==> src/rtl/bitserial_func_ctrl.sv <==
// Bit-serial controller for an external 1-bit function unit.
// An accepted request streams operand bits LSB first to the unit, one bit per cycle. The
// returned bits are assembled into a word that is published on result when the last bit lands.
//
// Ports:
//   clk     - rising-edge clock
//   rst_n   - asynchronous active-low reset
//   start   - operation request, only looked at in IDLE
//   op      - 3-bit function code
//   opa     - operand A (WIDTH bits)
//   opb     - operand B (WIDTH bits)
//   busy    - high while bits are streaming (RUN)
//   done    - one-cycle completion pulse (DONE)
//   result  - last completed result, held until the next completion
//   fu_a    - A bit to the function unit
//   fu_b    - B bit to the function unit
//   fu_sel  - function select to the function unit
//   fu_out  - combinational function-unit output for the current fu_a/fu_b/fu_sel
module bitserial_func_ctrl #(
    parameter int unsigned WIDTH = 8
) (
    input  logic             clk,
    input  logic             rst_n,
    input  logic             start,
    input  logic [2:0]       op,
    input  logic [WIDTH-1:0] opa,
    input  logic [WIDTH-1:0] opb,
    output logic             busy,
    output logic             done,
    output logic [WIDTH-1:0] result,
    output logic             fu_a,
    output logic             fu_b,
    output logic [2:0]       fu_sel,
    input  logic             fu_out
);

    localparam int unsigned CntW = (WIDTH > 1) ? $clog2(WIDTH) : 1;
    localparam logic [CntW-1:0] LastBit = CntW'(WIDTH - 1);

    typedef enum logic [1:0] {StIdle, StRun, StDone} state_e;

    state_e           state_q, state_d;
    logic [2:0]       op_q, op_d;
    logic [WIDTH-1:0] a_q, a_d;
    logic [WIDTH-1:0] b_q, b_d;
    logic [WIDTH-1:0] res_q, res_d;
    logic [WIDTH-1:0] result_q, result_d;
    logic [CntW-1:0]  cnt_q, cnt_d;
    logic             busy_q, busy_d;
    logic             done_q, done_d;

    always_comb begin
        state_d  = state_q;
        op_d     = op_q;
        a_d      = a_q;
        b_d      = b_q;
        res_d    = res_q;
        result_d = result_q;
        cnt_d    = cnt_q;
        busy_d   = 1'b0;
        done_d   = 1'b0;
        unique case (state_q)
            StIdle: begin
                if (start) begin
                    state_d = StRun;
                    op_d    = op;
                    a_d     = opa;
                    b_d     = opb;
                    res_d   = '0;
                    cnt_d   = '0;
                    busy_d  = 1'b1;
                end
            end
            StRun: begin
                // The unit's answer for the bit on the wires lands in the MSB; after WIDTH
                // shifts the first bit has walked down to bit 0.
                a_d   = a_q >> 1;
                b_d   = b_q >> 1;
                res_d = {fu_out, res_q[WIDTH-1:1]};
                cnt_d = cnt_q + CntW'(1);
                if (cnt_q == LastBit) begin
                    state_d  = StDone;
                    result_d = res_d;
                    cnt_d    = '0;
                    done_d   = 1'b1;
                end else begin
                    busy_d = 1'b1;
                end
            end
            StDone: begin
                state_d = StIdle;
            end
            default: begin
                state_d = StIdle;
            end
        endcase
    end

    always_ff @(posedge clk or negedge rst_n) begin
        if (!rst_n) begin
            state_q  <= StIdle;
            op_q     <= '0;
            a_q      <= '0;
            b_q      <= '0;
            res_q    <= '0;
            result_q <= '0;
            cnt_q    <= '0;
            busy_q   <= 1'b0;
            done_q   <= 1'b0;
        end else begin
            state_q  <= state_d;
            op_q     <= op_d;
            a_q      <= a_d;
            b_q      <= b_d;
            res_q    <= res_d;
            result_q <= result_d;
            cnt_q    <= cnt_d;
            busy_q   <= busy_d;
            done_q   <= done_d;
        end
    end

    assign busy   = busy_q;
    assign done   = done_q;
    assign result = result_q;
    // Function-unit drive is forced quiet outside RUN.
    assign fu_a   = busy_q & a_q[0];
    assign fu_b   = busy_q & b_q[0];
    assign fu_sel = busy_q ? op_q : 3'b000;

endmodule

==> config.mk <==
export PLATFORM = sky130hd
export DESIGN_NAME = bitserial_func_ctrl
export DESIGN_NICKNAME = d
export VERILOG_FILES = /design/src/rtl/bitserial_func_ctrl.sv
export SDC_FILE = /design/constraint.sdc
export NUM_CORES = 1
export LEC_CHECK = 0
export ABC_AREA = 0
export BUFFER_PORTS_ARGS = -buffer_cell sky130_fd_sc_hd__clkbuf_2
export CAP_MARGIN = 20
export CELL_PAD_IN_SITES_DETAIL_PLACEMENT = 1
export CELL_PAD_IN_SITES_GLOBAL_PLACEMENT = 2
export CORE_MARGIN = 2
export CORE_UTILIZATION = 36
export CTS_CLUSTER_DIAMETER = 60
export DETAILED_ROUTE_END_ITERATION = 16
export PLACE_DENSITY = 0.75
export SETUP_SLACK_MARGIN = 0.5
export SLEW_MARGIN = 0
export SYNTH_ARGS = -nofsm -noshare
export SYNTH_HDL_FRONTEND = slang
export SYNTH_SLANG_ARGS = --single-unit
==> constraint.sdc <==
create_clock -name clk -period 2 [get_ports clk]
set_input_delay 0.4 -clock clk [delete_from_list [all_inputs] [get_ports clk]]
set_output_delay 0.4 -clock clk [all_outputs]
set_load 0.02 [all_outputs]
# Word level (Yosys, flattened, before mapping)
# Cells that the tools add are included.
# classes
addsub	1
n_eq_ne	4
muxes	18
bitwise	2
n_reduce_logical	6
# op_table
op	count
case mux 8 bit (2 select lines)	3
two-way mux 8 bit	3
two-way mux 3 bit	3
AND reduction 2 bit	4
case mux 3 bit (2 select lines)	1
two-way mux 1 bit	4
two-way mux 2 bit	2
inequality test 2 bit, second input constant	2
case mux 2 bit (2 select lines)	1
adder 3 x 1 -> 3 bit, second input constant	1
equality test 3 bit, second input constant	1
bitwise AND 1 bit	2
equality test 2 x 1 -> 1 bit, second input constant	1
zero test 2 bit	1
case mux 1 bit (2 select lines)	1
nonzero test 2 bit	1
# word_totals
reg_bits	42
inputBits	23

# Logic depth before layout (Yosys ltp)
# depth
word_depth	3
mapped_depth	5

# Worst setup path before layout
# No wires, ideal clock.
# synth_timing
path_kind	register to register
startpoint	register cnt_q[0]
endpoint	register result_q[0], in the netlist result[0]
setup_time_ns	0.125
arrival_time_ns	1.349
path_slack_ns	0.526
stages_incl_launch_ff	6
synth_period_minus_slack_ns	1.474
cell_sequence	dfrtp_1 ha_1 ha_1 nand3b_1 buf_2 mux2_2
# synth_via
elab_chain_cells	2
# synth_rtl
element	line_no	text
start, declared	48	logic [CntW-1:0] cnt_q, cnt_d;
start signal, assigned	117	cnt_q <= cnt_d;
equality test 3 bit	81	if (cnt_q == LastBit) begin
AND reduction 2 bit (no source line)	--	
end signal, assigned	116	result_q <= result_d;
end, declared	47	logic [WIDTH-1:0] result_q, result_d;
# Every way passes these cells.
# A chain may end at the register's enable or synchronous reset.

# Worst setup path after layout
# layout_timing
startpoint	register cnt_q[0]
endpoint	register result_q[5], in the netlist result[5]
# The elaborated chain is that of the path after synthesis.

==> out/metrics.cfg <==
[outcome]
outcome = finished, final reports clean

[timing]
fmax_ghz = 0.6518
tightest_slew_ps = 516.4
period_minus_slack_ps = 1534
hold_viol = 0
setup_violations = 0
slew_viol_final = 0
fin_crit_sh = 0.7672
maxSlewHeadroom = 0.6558
rsz0062_at_grt = true
skew_ps = 5.316
setup_ws_ps = 465.7
final.setup.tns_ps = 0

[floorplan]
die_x_um = 74.97
io_pins = 38
die_area_sq_um = 5620
core_sq_um = 4786
start_util = 0.3788
die_y_um = 74.97
row_count = 25

[yosys]
synthTopCellsByArea = dfrtp_1, o221a_2, or4b_1
synth_top_family_by_area = compound AO/OA/AOI/OAI gates
synth_compound_area_frac = 0.1573
synth_cells = 127
ys_ff_latch = 41
synth_mux_area_frac = 0.07453
yosys_warnings = 0
synth_top_area_cell = dfrtp_1
synth_fa_ha_area_frac = 0.01380
avgSynthCellArea_sq_um = 14.28
syn_nets = 152
yosys.area_share.simple = 0.1449
synthesis.area_sq_um = 1813
synth_xor_xnor_area_share = 0
synth_cell_type_count = 25
synth_top_area_frac = 0.5659
ys_seq_area_frac = 0.5659

[placed_design]
hpwlAfterDp_um = 2657
dpl_cell_area_sq_um = 2033
gp_congestion = 0.7413
dp_slack_ps = 276.1
dp_cells = 223
portBuffers = 37

[clocking]
path_clk_slew_ps = 80
cts_sinks = 41
cts_inserted_buffers = 5
cts_root_buf = clkbuf_8
cts_max_level = 2
clockBufferDepth = 2
insertion_delay_ps = 290
cts_tree = yes
hold_buffers = 0

[power]
p_comb_frac = 0.382
irDropWorstVdd_v = 0.0006071
p_int_mw = 2.429
p_leak_nw = 1.060
p_clk_frac = 0.213
power_frac_seq = 0.405
powerDensity_nw_per_um2 = 1602
power.net_switching_mw = 1.193
switching_share = 0.3293

[routing]
wl_per_cell_um = 16.72
detail_route.first_pass.iterations = 4
vias_per_cell = 5.207
drc = 0
drt-total-wl_um = 4030
drtAntennaViolNets = 0
first_iter_violations = 77
num_vias = 1255

[layout]
final_common_cell = dfrtp_1
antennaDiodeCount = 0
final_nets = 198
design_area_sq_um = 2260
final_util = 0.4722
stdcell_count = 241
drive_gt1_frac = 0.5057
areaGrowthSynthToFinish_pct = 24.64
final_cell_mix = dfrtp_1, clkbuf_2, or4b_1, o221a_2, buf_4

[global_route]
grt_usage = 0.1553
grt_overflow = 0
grt_pass1_vias = 1384
grt_max_degree = 42
grt_pass1_wl_um = 6499
antenna_found_initial = 0

[worst_setup_path]
required_ps = 2170
worstPathArrival_ps = 1710
critPathLaunchType = flop
path_class = flop to flop
r2r-end = result[5]
critPathMaxFanout = 10
worstReg2RegStart = cnt_q[0]
end_kind = flop
reg2reg_depth = 5
rrSetupSlack_ps = 470

[job]
cap_viol_max_count = 0

[worst_hold_path]
hold_class = input pin to asynchronous set/reset pin

==> area by class of cell <==
type | instances | area, sq um
Clock buffer | 5 | 68.82
Clock inverter | 3 | 65.06
Fill cell | 504 | 2526
Inverter | 2 | 7.507
Multi-Input combinational cell | 73 | 708.2
Sequential cell | 41 | 1031
Tap cell | 67 | 83.83
Timing Repair Buffer | 50 | 295.3
==> what timing repair did <==
item / in CTS / in global routing
hold endpoints to repair: 0 / 0
pin swaps: 1 / 0
endpoints found under the setup margin: 13 / 22
resized for setup: 1 / 2
buffers inserted: 3 / 7
==> cell usage after synthesis <==
master,n
o21ba_2,1
a211o_1,2
and2b_1,1
buf_2,5
nand2b_1,2
nor3b_1,3
a21oi_1,2
clkbuf_2,1
a22o_1,9
inv_1,2
dfrtp_1,41
ha_1,2
mux2_2,10
nand2b_2,1
or4b_1,14
o21bai_2,1
mux2_1,2
o221a_2,14
nand3b_1,1
clkbuf_1,1
nor4bb_1,2
buf_6,2
nor3b_2,1
and2_1,5
buf_4,2
==> power groups by stage <==
stage	logic [mW]	clock network, mW	registers, mW
final	1.38	0.771	1.47
after global routing	1.52	0.837	1.52
after CTS	1.31	0.798	1.49
after detailed placement	1.27	0	1.50
after global placement	1.22	0	1.47
after floorplan	0.922	0	1.49
==> worst max path at each step <==
| stage | from | to | slack, ps | cells past startpoint |
|---|---|---|---|---|
| floorplan | cnt_q[0] | result[0] | 530 | 5 |
| global placement | state_q[0] | result[1] | 330 | 2 |
| detailed placement | state_q[0] | result[5] | 280 | 2 |
| CTS | cnt_q[0] | result[5] | 460 | 5 |
| global route | cnt_q[0] | result[5] | 380 | 5 |
| finish | cnt_q[0] | result[5] | 470 | 5 |
==> worst max-delay path, stage by stage, from the launching register on <==
cell and delay (ps):
dfrtp_1 390, ha_1 200, ha_1 200, nand3b_1 140
buf_12 140, mux2_2 330
==> layer usage <==
metal | vias to the layer above | track usage | routed length, um
met3 | 7 | 0.03347 | 178
met1 | 636 | 0.1899 | 1706
met5 | - | 0 | 0
met2 | 28 | 0.2622 | 2091
li1 | 584 | - | -
met4 | 0 | 0.07143 | 54
==> cell families (layout without fill, tap and decap cells) <==
group / after synthesis / in the layout
compound gates: 29 / 29
buf+inv: 13 / 60
mux: 12 / 12
fa+ha+maj: 2 / 2
simple gates: 30 / 30
flops: 41 / 41
==> through the flow <==
stage | total power, mW | hold WS (ps)
finish | 3.621 | 151.9
floorplan | 2.409 | 104.4
global placement | 2.688 | 461.1
global route | 3.878 | 202.8
detailed placement | 2.766 | 489.4
CTS | 3.595 | 181.4
==> registers in the layout, indices dropped and copies added, names as in the netlist <==
register / count
done: 1
cnt_q: 3
result: 8
op_q: 3
res_q: 7
busy: 1
a_q: 8
b_q: 8
state_q: 2
No activity file was read; power rests on OpenSTA's default activity.
